`src/rtl/adc_spi_responder.sv`:
```
// Converter-side model of the ADC's 4-wire SPI link: synchronizes the controller's pins,
// decodes the next-channel address from din and shifts 12-bit samples out on dout.
module adc_spi_responder #(
  parameter int          SYNC_STAGES  = 2,
  parameter logic [11:0] RESET_SAMPLE = 12'h000
) (
  input  logic        clk_clk,
  input  logic        reset_reset,
  input  logic        adc_sclk,
  input  logic        adc_cs_n,
  input  logic        adc_din,
  output logic        adc_dout,
  input  logic        wr_en,
  input  logic [2:0]  wr_addr,
  input  logic [11:0] wr_data,
  output logic        frame_done,
  output logic        frame_abort,
  output logic [2:0]  active_channel,
  output logic [1:0]  fsm_state
);

  typedef enum logic [1:0] {
    WAIT_HIGH = 2'd0,
    IDLE      = 2'd1,
    ACTIVE    = 2'd2,
    DONE      = 2'd3
  } state_t;

  logic [SYNC_STAGES-1:0] sclk_s, cs_s, din_s;
  logic                   sclk_p, cs_p, din_p, din_a;
  logic                   sclk_rise, sclk_fall, cs_rise, cs_fall;
  logic [SYNC_STAGES+1:0] primed;

  // Edge pulses are registered, so din is delayed to line up with them.
  always_ff @(posedge clk_clk or posedge reset_reset) begin
    if (reset_reset) begin
      sclk_s    <= '1;
      cs_s      <= '1;
      din_s     <= '0;
      sclk_p    <= 1'b1;
      cs_p      <= 1'b1;
      din_p     <= 1'b0;
      din_a     <= 1'b0;
      sclk_rise <= 1'b0;
      sclk_fall <= 1'b0;
      cs_rise   <= 1'b0;
      cs_fall   <= 1'b0;
      primed    <= '0;
    end else begin
      sclk_s    <= {sclk_s[SYNC_STAGES-2:0], adc_sclk};
      cs_s      <= {cs_s[SYNC_STAGES-2:0], adc_cs_n};
      din_s     <= {din_s[SYNC_STAGES-2:0], adc_din};
      sclk_p    <= sclk_s[SYNC_STAGES-1];
      cs_p      <= cs_s[SYNC_STAGES-1];
      din_p     <= din_s[SYNC_STAGES-1];
      din_a     <= din_p;
      sclk_rise <= sclk_s[SYNC_STAGES-1] & ~sclk_p;
      sclk_fall <= ~sclk_s[SYNC_STAGES-1] & sclk_p;
      cs_rise   <= cs_s[SYNC_STAGES-1] & ~cs_p;
      cs_fall   <= ~cs_s[SYNC_STAGES-1] & cs_p;
      primed    <= {primed[SYNC_STAGES:0], 1'b1};
    end
  end

  // Write port: a single-cycle strobe, no backpressure; wr_en is sampled every clock.
  logic [11:0] sample [8];

  always_ff @(posedge clk_clk or posedge reset_reset) begin
    if (reset_reset) begin
      for (int i = 0; i < 8; i++) sample[i] <= RESET_SAMPLE;
    end else if (wr_en) begin
      sample[wr_addr] <= wr_data;
    end
  end

  state_t      state, state_nxt;
  logic        dout_nxt, done_nxt, abort_nxt;
  logic [3:0]  rcnt, rcnt_nxt, tx_idx;
  logic [15:0] tx_shift, tx_nxt, rx_shift, rx_nxt, rx_new;
  logic [2:0]  next_ch, next_ch_nxt, act_nxt;

  assign fsm_state = state;
  assign rx_new    = {rx_shift[14:0], din_a};
  assign tx_idx    = 4'd15 - rcnt;

  always_ff @(posedge clk_clk or posedge reset_reset) begin
    if (reset_reset) begin
      state          <= WAIT_HIGH;
      adc_dout       <= 1'b0;
      frame_done     <= 1'b0;
      frame_abort    <= 1'b0;
      rcnt           <= '0;
      tx_shift       <= '0;
      rx_shift       <= '0;
      next_ch        <= '0;
      active_channel <= '0;
    end else begin
      state          <= state_nxt;
      adc_dout       <= dout_nxt;
      frame_done     <= done_nxt;
      frame_abort    <= abort_nxt;
      rcnt           <= rcnt_nxt;
      tx_shift       <= tx_nxt;
      rx_shift       <= rx_nxt;
      next_ch        <= next_ch_nxt;
      active_channel <= act_nxt;
    end
  end

  always_comb begin
    state_nxt   = state;
    dout_nxt    = adc_dout;
    done_nxt    = 1'b0;
    abort_nxt   = 1'b0;
    rcnt_nxt    = rcnt;
    tx_nxt      = tx_shift;
    rx_nxt      = rx_shift;
    next_ch_nxt = next_ch;
    act_nxt     = active_channel;
    case (state)
      WAIT_HIGH: begin
        dout_nxt = 1'b0;
        // Wait until the reset values have been flushed out of the cs_n chain.
        if (primed[SYNC_STAGES+1] && cs_p) state_nxt = IDLE;
      end
      IDLE: begin
        dout_nxt = 1'b0;
        if (cs_fall) begin
          state_nxt = ACTIVE;
          act_nxt   = next_ch;
          tx_nxt    = {4'b0000, sample[next_ch]};
          rx_nxt    = '0;
          rcnt_nxt  = '0;
        end
      end
      ACTIVE: begin
        if (cs_rise) begin
          state_nxt = IDLE;
          abort_nxt = 1'b1;
          dout_nxt  = 1'b0;
        end else if (sclk_rise) begin
          rx_nxt   = rx_new;
          rcnt_nxt = rcnt + 4'd1;
          if (rcnt == 4'd15) begin
            next_ch_nxt = rx_new[13:11];
            done_nxt    = 1'b1;
            state_nxt   = DONE;
          end
        end else if (sclk_fall && rcnt != 4'd0) begin
          dout_nxt = tx_shift[tx_idx];
        end
      end
      DONE: begin
        if (cs_rise) begin
          state_nxt = IDLE;
          dout_nxt  = 1'b0;
        end else if (sclk_fall) begin
          dout_nxt = 1'b0;
        end
      end
    endcase
  end

endmodule

```
`config.mk`:
```
export PLATFORM = sky130hd
export DESIGN_NAME = adc_spi_responder
export DESIGN_NICKNAME = d
export VERILOG_FILES = /design/src/rtl/adc_spi_responder.sv
export SDC_FILE = /design/constraint.sdc
export NUM_CORES = 1
export LEC_CHECK = 0
export BUFFER_PORTS_ARGS = -buffer_cell sky130_fd_sc_hd__buf_2
export CORE_ASPECT_RATIO = 0.6
export CORE_MARGIN = 2
export CORE_UTILIZATION = 48
export DETAILED_ROUTE_END_ITERATION = 6
export GPL_TIMING_DRIVEN = 1
export PLACE_DENSITY = 0.67
export SYNTH_ARGS = -nofsm -noshare
export SYNTH_HDL_FRONTEND = slang
export SYNTH_SLANG_ARGS = --single-unit
```
`constraint.sdc`:
```
create_clock -name clk_clk -period 12 [get_ports clk_clk]
set_input_delay 2.4 -clock clk_clk [delete_from_list [all_inputs] [get_ports clk_clk]]
set_output_delay 2.4 -clock clk_clk [all_outputs]
set_load 0.05 [all_outputs]
```
### Yosys cells after proc, flatten, opt, wreduce, memory -nomap -nowiden

Index checks and enable logic that the tools add are counted.

* add/sub/neg operators: 2
* $lt $le $gt $ge: 4
* eq/ne operators: 14
* muxes and demuxes: 35
* bitwise operators: 11
* reductions and logical operators: 12

Operators by type and width (number)
* bitwise mux 96 bit: 1
* 2-to-1 mux 13 bit: 3
* binary-select mux 12 bit (select 3 bit): 1
* demux 12 bit (select 3 bit): 1
* 2-to-1 mux 12 bit: 3
* case mux 13 bit (2 select lines): 1
* inequality test 3 bit (second input constant): 5
* 2-to-1 mux 1 bit: 12
* 2-to-1 mux 2 bit: 6
* 2-to-1 mux 4 bit: 3
* inequality test 2 bit (second input constant): 5
* greater-or-equal comparator 4 bit (second input constant): 2
* NOT 3 -> 4 bit: 2
* case mux 2 bit (4 select lines): 1
* case mux 4 bit (2 select lines): 1
* AND reduction 4 bit: 2
* < comparator 4 x 5 -> 1 bit (second input constant): 1
* NOT 1 bit: 5
* AND reduction 5 bit: 1
* adder 4 x 1 -> 4 bit (second input constant): 1
* bitwise AND 1 bit: 4
* binary-select mux 1 bit (select 4 bit): 1
* == test 2 bit (second input constant): 2
* == test 4 bit (second input constant): 1
* 11 further kinds: 13

* bits in registers: 154
* input bits: 21
* word-level logic and storage cells: 107

### Longest topological paths before layout

Gate-level depths: netlist of run 1.

* depth in word-level cells: 7
* depth in mapped cells: 8
* depth with buffers taken out: 6

### Worst setup path after synthesis of run 1

OpenSTA, ideal clock, no wires.

* path type: input to register
* start point: input port wr_addr[0]
* end point: register sample[60] (netlist name)
* library setup time: 0.125 ns
* arrival time: 3.368 ns
* required time: 11.875 ns
* path slack: 8.508 ns
* cell stages on the path: 4
* buffers on the path: 1
* cell sequence: nand2b_1 nor3b_2 buf_4 mux2_2

* word-level cells in the longest chain between the ends: 6
* elaborated cells between the ends (all ways): 7
* those cells by class: order compare (2); mux (3); bitwise (1); reduce/logical (1)

RTL lines
* start, declared: RTL line 14 `input logic [2:0] wr_addr,`
* NOT 3 -> 4 bit (not written as such) *: RTL line 72 `sample[wr_addr] <= wr_data;`
* greater-or-equal comparator 4 bit (not written as such) / < comparator 4 x 1 -> 1 bit (equally long branches): RTL line 72
* logical AND 1 bit (not written as such): RTL line 72
* 2-to-1 mux 12 bit (not written as such): RTL line 72
* demux 12 bit (select 3 bit) *: RTL line 72
* bitwise mux 96 bit *: RTL line 72
* end signal, assigned by index: RTL line 72
* end, declared: RTL line 66 `logic [11:0] sample [8];`

Mark *: on every way between the ends. The rest lies on a longest branch, timed or not.
A chain may end at the register's enable or synchronous reset.

### Worst setup path in the final report of run 1

* start point: input port wr_addr[0]
* end point: register sample[43] (netlist name)

The elaborated chain is that of the path after synthesis.

==> results of run 1 <==
[power by group through the flow]
stage / sequential (mW) / combinational, mW / clock, mW
floorplan: 0.674 / 0.166 / 0
global route: 0.686 / 0.245 / 0.595
CTS: 0.673 / 0.223 / 0.573
finish: 0.673 / 0.220 / 0.563
global placement: 0.676 / 0.211 / 0
detailed placement: 0.682 / 0.222 / 0
[sequential cells by signal, indices dropped and copies added, names as in the netlist, 2 cells and up]
signal          flops
din_s               2
active_channel      3
sclk_s              2
primed              4
tx_shift           12
rx_shift           13
next_ch             3
sample             96
fsm_state           2
cs_s                2
rcnt                4
[layer usage]
| metal | track usage (%) | up-vias | wire length, um |
|---|---|---|---|
| li1 | - | 1686 | - |
| met2 | 26.9 | 65 | 5430 |
| met4 | 5.50 | 0 | 104 |
| met5 | 0 | - | 0 |
| met3 | 4.09 | 12 | 415 |
| met1 | 27.1 | 1886 | 6450 |
[critical path: cells and delay by family]
kind                   cells  cell delay, ns
buffers and inverters      1            0.13
muxes                      1            0.42
and+or+nand+nor            2            1.17
[placed cells by master (no fill, tap or decap), drive strengths merged, types with 3 or more instances in the layout]
cell and instances:
clkinv 4, a21oi 4, nand2 42, mux2 103, nand4b 4, nor2 5, clkinvlp 4, nand3 19
inv 7, buf 31, nand4 3, dfstp 6, nand2b 4, bufinv 4, nor2b 4, ha 7
o21ai 15, dfrtp 148, mux4 27, clkbuf 19, mux2i 14
[cell type report]
cell class | count | area, um2 | share of cell area (%)
sequential | 154 | 3860 | 51.1
clock inverter | 13 | 194 | 2.57
clock buffer | 19 | 433 | 5.73
multi-input combinational | 265 | 2660 | 35.2
tap | 175 | 219 | 2.90
inverter | 6 | 27.5 | 0.364
timing repair buffer | 31 | 163 | 2.15
[metrics by stage]
stage	hold WS, ns	instances	setup WS [ns]	area [um2]
after floorplan	0.331	449	5.46	6680
after global routing	0.363	663	8.06	7560
after detailed placement	0.335	631	7.73	6930
after CTS	0.351	663	8.17	7560
final	0.349	663	8.17	7560
after global placement	0.334	631	7.79	6930
[cells by family (layout without fill, tap and decap cells)]
logic type      after synthesis  after routing  synth area share [%]
buf+inv                      30             69                  2.42
xor+xnor                      1              1                 0.131
compound gates               21             21                  1.65
simple gates                 91             91                  6.94
flops                       154            154                  57.8
other cells                   1              1                0.0562
mux                         144            144                  29.7
fa+ha+maj                     7              7                  1.31
[worst paths after layout]
kind,to,depth (start not counted),startpoint
min,primed[2]$_DFF_PP0_,0,primed[1]$_DFF_PP0_
min in group asynchronous,primed[0]$_DFF_PP0_,2,reset_reset
max reg2reg,rcnt[0]$_DFFE_PP0P_,6,fsm_state[1]$_DFFE_PP0P_
max,sample[43]$_DFFE_PP0P_,4,wr_addr[0]
max in group asynchronous,next_ch[0]$_DFFE_PP0P_,3,reset_reset
min reg2reg,primed[2]$_DFF_PP0_,0,primed[1]$_DFF_PP0_
==> reports/results.txt, run 1 <==
RSZ-0062 raised after global routing: false
postcts setup bufs: 0
maximum root-to-sink buffer count: 2
net switching power: 369 uW
I/O Pins: 29
Static Leakage: 3.32 nW
Mean Syn Cell Area: 14.9 um2
max frequency: 261 MHz
Syn. warnings: 0
vias in the first global route: 3735
Final Skew: 0.00882 ns
Design Power: 1.46 mW
Worst-path clk slew: 0.06 ns
number of inserted diodes: 0
setup TNS: 0 ns
Synthesized Nets: 477
sequential share of power: 46.2%
status: finished clean
Setup Crit Path Kind: input port to flip-flop
top cells by area, synth: dfrtp_1, mux2_2, mux4_1
die area: 14900 um2
Post-synth top flop: dfrtp_1
Int Pwr: 1.09 mW
routed wire length: 12.4 mm
Clk pwr share: 38.7%
dpl hpwl: 7.87 mm
CTS Root Cell: clkbuf_16
CP arrival: 4.13 ns
vias per inst: 5.50
DR DRC count: 0
Final nets: 503
Detail Route Antenna Nets: 0
core area: 13600 um2
PortBufs: 28
Least-Margin Pin Slew: 1.20 ns
top cell type's share of synthesized area: 55.5%
asr flop ratio synth: 100%
Pre-antenna DRT Iters: 4
minimum clock period: 3.83 ns
Worst Path Required: 12.29 ns
gp weighted congestion: 0.759
count of cell types in the netlist: 36
H-tree depth: 4
CP peak stage delay: 0.97 ns
Worst path slowest cell: nor3b_2
DIE HEIGHT: 95.3 um
Seq/Total Area, Yosys: 57.8%
Inserted Clock Buffers: 17
first-pass GRT wire length: 20.2 mm
worst skew pair latency: 0.41 ns
slew margin rel.: 19.5%
number of fill cells: 1109
post-CTS sizing: 0
Initial Utilization: 49.0%
largest area contributor in the netlist: dfrtp_1
Yosys reg bits: 154
worst vdd ir: 0.0801 mV
CTS tree: done
Setup crit end kind: flip-flop
row count: 33
switching fraction of total power: 25.4%
share of cells above drive strength 1: 38.1%
Max-Cap Viols: 0
crit-path max FO: 12
number of synthesized flops with an enable pin: 0
logic gate share of total power: 15.1%
count of final hold-check violations: 0
Hold Path Class: flip-flop to flip-flop
setup violators final: 0
Setup crit start kind: input port
largest net degree at the start of global routing: 84
initial antenna violation count: 0
CTS Hold Bufs: 0
Num Clock Sinks: 154
Die X: 156 um
total gr overflow: 0
fin util: 55.5%
Iter 0 DRT Violations: 188
worst reg2reg setup slack: 9.77 ns
Pwr Density: 193 nW/um2
Syn Std Cell Area: 6680 um2
Layout area overhead: 13.2%
WL/cell: 18.7 um
Final Max Tran Viols: 0
leading cell type by number of instances after synthesis: dfrtp_1
vias: 3649
final period utilization: 32.0%
Synth Instances: 449
Total GRT Usage: 18.2%
most frequent cells after synthesis: dfrtp_1, mux2_2, nand2_1
worst-path cell chain: buf_2 -> nand2b_1 -> nor3b_2 -> mux2_2
(Power assumes the default switching activity.)
==> run 2, diff against run 1 <==
==> constraint.sdc (replaced) <==
create_clock -name clk_clk -period 4 [get_ports clk_clk]
set_input_delay 0.8 -clock clk_clk [delete_from_list [all_inputs] [get_ports clk_clk]]
set_output_delay 0.8 -clock clk_clk [all_outputs]
set_load 0.05 [all_outputs]
==> reports/results.txt, run 2 (synthesized netlist as in run 1, its figures left out) <==
worst r2r src: fsm_state[1]$_DFFE_PP0P_
share of cells above drive strength 1: 38.7% (+0.58 points)
Pre-antenna DRT Iters: 4 (unchanged)
setup violators final: 0 (unchanged)
Num Clock Sinks: 154 (unchanged)
worst skew pair latency: 0.42 ns (about the same)
postcts setup bufs: 0 (unchanged)
Setup Crit Path Kind: flip-flop to flip-flop
most frequent cells in the layout: dfrtp_1, mux2_2, nand2_1
minimum clock period: 2.25 ns
largest reg by FF count: sample
Inserted Clock Buffers: 17 (unchanged)
DIE HEIGHT: 95.3 um (unchanged)
number of inserted diodes: 0 (unchanged)
Final Skew: 0.0110 ns (+0.00218 ns)
RSZ-0062 raised after global routing: false
Hold Path Stages: 0 (unchanged)
vias: 3723 (+2.0%)
status: finished clean
number of flip-flops in the largest register: 96 (unchanged)
count of final hold-check violations: 0 (unchanged)
Static Leakage: 3.33 nW (+0.28%)
RR Endpoint: rcnt[0]$_DFFE_PP0P_
Hold Path Class: flip-flop to flip-flop
most common cell after layout, fill and taps aside: dfrtp_1
WHS Endpoint: primed[1]$_DFF_PP0_
H-tree depth: 4 (unchanged)
crit-path max FO: 29 (+17)
Iter 0 DRT Violations: 223 (+19%)
Worst Path Required: 4.28 ns (-8.01 ns)
Worst path slowest cell: or2_2
die area: 14900 um2 (unchanged)
routed wire length: 12.4 mm (about the same)
initial antenna violation count: 0 (unchanged)
Setup crit start kind: flip-flop
PortBufs: 28 (unchanged)
hold slack: 0.349 ns (-0.000871 ns)
Detail Route Antenna Nets: 0 (unchanged)
post-CTS sizing: 0 (unchanged)
CP peak stage delay: 0.65 ns (-0.32 ns)
core area: 13600 um2 (unchanged)
FF-to-FF path depth: 6 (unchanged)
worst-path cell chain: inv_1 -> ha_1 -> nand2_1 -> or2_2 -> nand3_1 -> o21ai_0
HP Start: primed[0]$_DFF_PP0_
I/O Pins: 29 (unchanged)
first-pass GRT wire length: 20.5 mm (+1.6%)
Worst-path clk slew: 0.06 ns (about the same)
Max-Cap Viols: 0 (unchanged)
Die X: 156 um (unchanged)
CTS Hold Bufs: 0 (unchanged)
fin util: 55.5% (about the same)
Layout area overhead: 13.3% (about the same)
Total GRT Usage: 18.6% (+0.37 points)
WL/cell: 18.6 um (-0.48%)
Setup crit end kind: flip-flop
worst vdd ir: 0.303 mV (+280%)
Design Power: 4.28 mW (+190%)
dpl hpwl: 7.97 mm (+1.3%)
largest net degree at the start of global routing: 103 (+23%)
slew margin rel.: 22.2% (+2.7 points)
number of fill cells: 1092 (-1.5%)
Least-Margin Pin Slew: 1.17 ns (-0.0359 ns)
Initial Utilization: 49.0% (unchanged)
Final Max Tran Viols: 0 (unchanged)
CP arrival: 2.53 ns (-1.60 ns)
maximum root-to-sink buffer count: 2 (unchanged)
DR DRC count: 0 (unchanged)
max frequency: 445 MHz
final period utilization: 56.2%
worst reg2reg setup slack: 1.75 ns (-8.02 ns)
Largest regs: sample x96, rx_shift x13, tx_shift x12
Pwr Density: 567 nW/um2 (+190%)
row count: 33 (unchanged)
Final nets: 506 (+0.60%)
CTS Root Cell: clkbuf_16
gp weighted congestion: 0.788 (+3.8%)
vias per inst: 5.59 (+1.6%)
CTS tree: done
setup TNS: 0 ns (unchanged)
vias in the first global route: 3767 (+0.86%)
total gr overflow: 0 (unchanged)
==> run 2: final cells by class <==
cell class / count / area (um2) / share of cell area (%)
inverters: 6 / 26.3 / 0.348
repair buffers: 34 / 198 / 2.62
clock buffers: 20 / 457 / 6.04
multi-input cells: 265 / 2660 / 35.2
well taps: 175 / 219 / 2.90
flip-flops and latches: 154 / 3860 / 51.1
clock inverters: 12 / 140 / 1.85
==> run 2: per-stage QoR <==
stage | area [um2] | cells | worst slack, ns
2_1_floorplan | 6680 | 449 | 1.26
3_3_place_gp | 6960 | 634 | 1.56
3_5_place_dp | 6960 | 634 | 1.47
4_1_cts | 7560 | 666 | 1.74
5_1_grt | 7560 | 666 | 1.54
6_report | 7560 | 666 | 1.75
==> run 2: worst max-delay path by stage <==
stage,start,to,cells past startpoint
2_1_floorplan,reset_reset,active_channel[0]$_DFFE_PP0P_,1
3_3_place_gp,wr_addr[0],sample[18]$_DFFE_PP0P_,3
3_5_place_dp,wr_addr[2],sample[1]$_DFFE_PP0P_,3
4_1_cts,fsm_state[1]$_DFFE_PP0P_,rcnt[0]$_DFFE_PP0P_,6
5_1_grt,fsm_state[1]$_DFFE_PP0P_,rcnt[0]$_DFFE_PP0P_,6
6_report,fsm_state[1]$_DFFE_PP0P_,rcnt[0]$_DFFE_PP0P_,6
==> run 2: critical path, delay by kind of cell, from the launching register on <==
| family | cells | cell delay, ns |
|---|---|---|
| AOI/OAI and AO/OA | 1 | 0.09 |
| adders and majority gates | 1 | 0.20 |
| buffers and inverters | 1 | 0.14 |
| DFF | 1 | 0.41 |
| and+or+nand+nor | 3 | 1.29 |
==> run 2: routing by layer <==
metal | share of wire, % | GRT usage, % | routed length, um | vias to the layer above
met5 | 0 | 0 | 0 | -
met4 | 1.1 | 6.80 | 133 | 0
met3 | 2.9 | 4.18 | 360 | 12
met2 | 44 | 26.4 | 5440 | 51
met1 | 52 | 28.0 | 6470 | 1963
li1 | - | - | - | 1697
==> run 2: power by group <==
part,switching (mW),internal (mW)
logic,0.310,0.352
registers,0.155,1.86
clock network,0.643,0.960
==> run 3, diff against run 2 <==
--- a/config.mk
+++ b/config.mk
@@ -5,13 +5,14 @@
 export SDC_FILE = /design/constraint.sdc
 export NUM_CORES = 1
 export LEC_CHECK = 0
+export ABC_AREA = 1
 export BUFFER_PORTS_ARGS = -buffer_cell sky130_fd_sc_hd__buf_2
 export CORE_ASPECT_RATIO = 0.6
 export CORE_MARGIN = 2
 export CORE_UTILIZATION = 48
 export DETAILED_ROUTE_END_ITERATION = 6
 export GPL_TIMING_DRIVEN = 1
-export PLACE_DENSITY = 0.67
+export PLACE_DENSITY = 0.69
 export SYNTH_ARGS = -nofsm -noshare
 export SYNTH_HDL_FRONTEND = slang
 export SYNTH_SLANG_ARGS = --single-unit
==> constraint.sdc (replaced) <==
create_clock -name clk_clk -period 1.8 [get_ports clk_clk]
set_input_delay 0.36 -clock clk_clk [delete_from_list [all_inputs] [get_ports clk_clk]]
set_output_delay 0.36 -clock clk_clk [all_outputs]
set_load 0.05 [all_outputs]
==> reports/results.txt, run 3 <==
PortBufs: 28 (unchanged)
CP peak stage delay: 0.44 ns (-0.21 ns)
Setup crit start kind: flip-flop
Num Clock Sinks: 154 (unchanged)
Syn. warnings: 0 (unchanged)
largest net degree at the start of global routing: 69 (-33%)
Synthesized Nets: 757 (+59%)
WL/cell: 16.4 um (-12%)
die area: 14500 um2 (-2.8%)
Post-synth top flop: dfrtp_1
Max-Cap Viols: 0 (unchanged)
Iter 0 DRT Violations: 541 (+140%)
Synth Instances: 729 (+62%)
share of cells above drive strength 1: 13.4% (-25 points)
largest area contributor in the netlist: dfrtp_1
Post-Layout Cell Count: 951 (+43%)
status: finished clean
Least-Margin Pin Slew: 0.586 ns (-0.581 ns)
maximum root-to-sink buffer count: 2 (unchanged)
most frequent cells after synthesis: nand2_1, dfrtp_1, o21ai_0
gp weighted congestion: 0.896 (+14%)
Pre-antenna DRT Iters: 5 (+1)
most common cell after layout, fill and taps aside: nand2_1
Setup Crit Path Kind: flip-flop to flip-flop
row count: 32 (-3.0%)
Pwr Density: 1280 nW/um2 (+130%)
CTS Hold Bufs: 0 (unchanged)
Largest regs: sample x96, rx_shift x13, tx_shift x12
GR Util met1: 34.0% (+5.9 points)
Syn Std Cell Area: 6480 um2 (-2.9%)
Seq/Total Area, Yosys: 59.6% (+1.7 points)
DIE HEIGHT: 94.0 um (-1.4%)
number of fill cells: 1101 (+0.82%)
vias in the first global route: 5158 (+37%)
Final Max Tran Viols: 0 (unchanged)
final period utilization: 92.3% (+36 points)
core area: 13000 um2 (-4.5%)
Inserted Clock Buffers: 17 (unchanged)
CTS Root Cell: clkbuf_16
count of cell types in the netlist: 24 (-33%)
Worst Path Required: 2.09 ns (-2.19 ns)
CP arrival: 1.95 ns (-0.58 ns)
DR DRC count: 0 (unchanged)
Mean Syn Cell Area: 8.89 um2 (-40%)
FF+latch area: 3860 um2 (about the same)
H-tree depth: 4 (unchanged)
vias per inst: 5.46 (-2.3%)
asr flop ratio synth: 100% (unchanged)
grt met2 use: 34.3% (+7.8 points)
number of synthesized flops with an enable pin: 0 (unchanged)
initial antenna violation count: 0 (unchanged)
placed cell count: 913 (+44%)
fin util: 58.5% (+3.0 points)
I/O Pins: 29 (unchanged)
routed wire length: 15.6 mm (+26%)
Initial Utilization: 49.8% (+0.84 points)
CP most frequent cell: inv_2
worst skew pair latency: 0.42 ns (about the same)
hold slack: 0.0375 ns (-0.311 ns)
Hold Path Class: input port to flip-flop
Worst-path clk slew: 0.06 ns (about the same)
RSZ-0062 raised after global routing: false
Die X: 154 um (-1.4%)
slew margin rel.: 60.9% (+39 points)
first-pass GRT wire length: 25.8 mm (+26%)
Detail Route Antenna Nets: 0 (unchanged)
multi-input logic area: 2270 um2 (-15%)
number of inserted diodes: 0 (unchanged)
dpl hpwl: 9.68 mm (+21%)
GR met3 Demand/Resource: 4.80% (+0.62 points)
Worst path slowest cell: dfrtp_1
crit-path max FO: 10 (-66%)
largest reg by FF count: sample
Final nets: 796 (+57%)
top cell type's share of synthesized area: 57.1% (+1.6 points)
Final Instance Area: 7610 um2 (+0.70%)
Layout area overhead: 17.4%
count of final hold-check violations: 0 (unchanged)
Total GRT Usage: 23.3% (+4.7 points)
vias: 5192 (+39%)
leading cell type by number of instances after synthesis: nand2_1
Static Leakage: 3.65 nW (+9.5%)
Setup crit end kind: flip-flop
setup violators final: 0 (unchanged)
worst vdd ir: 0.620 mV (+100%)
max frequency: 602 MHz (+35%)
most frequent cells in the layout: nand2_1, dfrtp_1, o21ai_0
post-placement cell area: 6900 um2 (-0.88%)
worst-path cell chain: inv_1 -> ha_1 -> inv_2 -> nor2_4 -> nand3_4 -> o21ai_4 -> inv_2 -> nand2_1 -> o21ai_1
top cells by area, synth: dfrtp_1, o21ai_0, nand2_1
minimum clock period: 1.66 ns (-0.586 ns)
total gr overflow: 0 (unchanged)
number of flip-flops in the largest register: 96 (unchanged)
CTS tree: done
Final Skew: 0.00593 ns (-0.00506 ns)
GRT Max-Usage Layer: met2
Yosys reg bits: 154 (unchanged)
==> run 3: cells by family (layout without fill, tap and decap cells) <==
| family | Yosys count | in the layout | share of synthesized area (%) |
|---|---|---|---|
| buffers and inverters | 91 | 142 | 5.62 |
| flip-flops | 154 | 154 | 59.6 |
| AND/OR/NAND/NOR | 278 | 278 | 17.3 |
| other | 1 | 1 | 0.0578 |
| AO/OA/AOI/OAI | 198 | 199 | 16.2 |
| adder cells (fa/ha/maj) | 7 | 7 | 1.35 |
==> run 3: path summary, 6_finish.rpt <==
kind                                     startpoint                      to  slack, ns  depth (start not counted)
max                        fsm_state[0]$_DFFE_PP0P_     rcnt[0]$_DFFE_PP0P_       0.14                          9
min                                        adc_sclk     sclk_s[0]$_DFF_PP1_       0.04                          1
max reg2reg                fsm_state[0]$_DFFE_PP0P_     rcnt[0]$_DFFE_PP0P_       0.14                          9
min reg2reg                     primed[2]$_DFF_PP0_     primed[3]$_DFF_PP0_       0.35                          0
max in group asynchronous               reset_reset  sample[89]$_DFFE_PP0P_       1.18                          3
min in group asynchronous               reset_reset  sample[33]$_DFFE_PP0P_       0.06                          3
==> run 3: timing repair <==
action                                  4_1_cts  5_1_grt
resized for setup                             0        1
endpoints found under the setup margin        0        8
setup buffers                                 0        5
==> run 3: where the power goes <==
| group | internal, mW | leakage (nW) | switching, mW |
|---|---|---|---|
| clock | 2.49 | 0.318 | 1.48 |
| sequential | 4.05 | 1.94 | 0.352 |
| combinational | 0.504 | 1.39 | 0.852 |
==> run 3: layout make-up <==
cell class	instances	area share, %
inverter	54	2.71
clock buffer	17	5.59
tap	170	2.79
sequential	154	50.7
multi-input combinational	485	29.8
timing repair buffer	56	5.26
clock inverter	15	3.11
==> run 3: critical path: cells and delay by family (launching register included) <==
kind / cells / cell delay [ns]
adder cells (fa/ha/maj): 1 / 0.18
AO/OA/AOI/OAI: 2 / 0.24
buffers and inverters: 3 / 0.23
flip-flops: 1 / 0.44
AND/OR/NAND/NOR: 3 / 0.43
==> run 3: metal layers <==
layer  routed length, um  vias to the layer above
met5                   0                        -
met4                 140                        0
met3                1190                       15
met2                6680                      181
met1                7560                     2522
li1                    -                     2474
==> run 3: per-stage QoR <==
| stage | setup TNS, ns | setup slack [ns] | power, mW |
|---|---|---|---|
| final | 0 | 0.139 | 9.73 |
| after global routing | 0 | 0.0395 | 10.3 |
| after CTS | 0 | 0.0396 | 9.79 |
| after detailed placement | 0 | 0.0372 | 5.76 |
| after global placement | 0 | 0.146 | 5.67 |
| after floorplan | -75.25 | -0.500 | 5.35 |
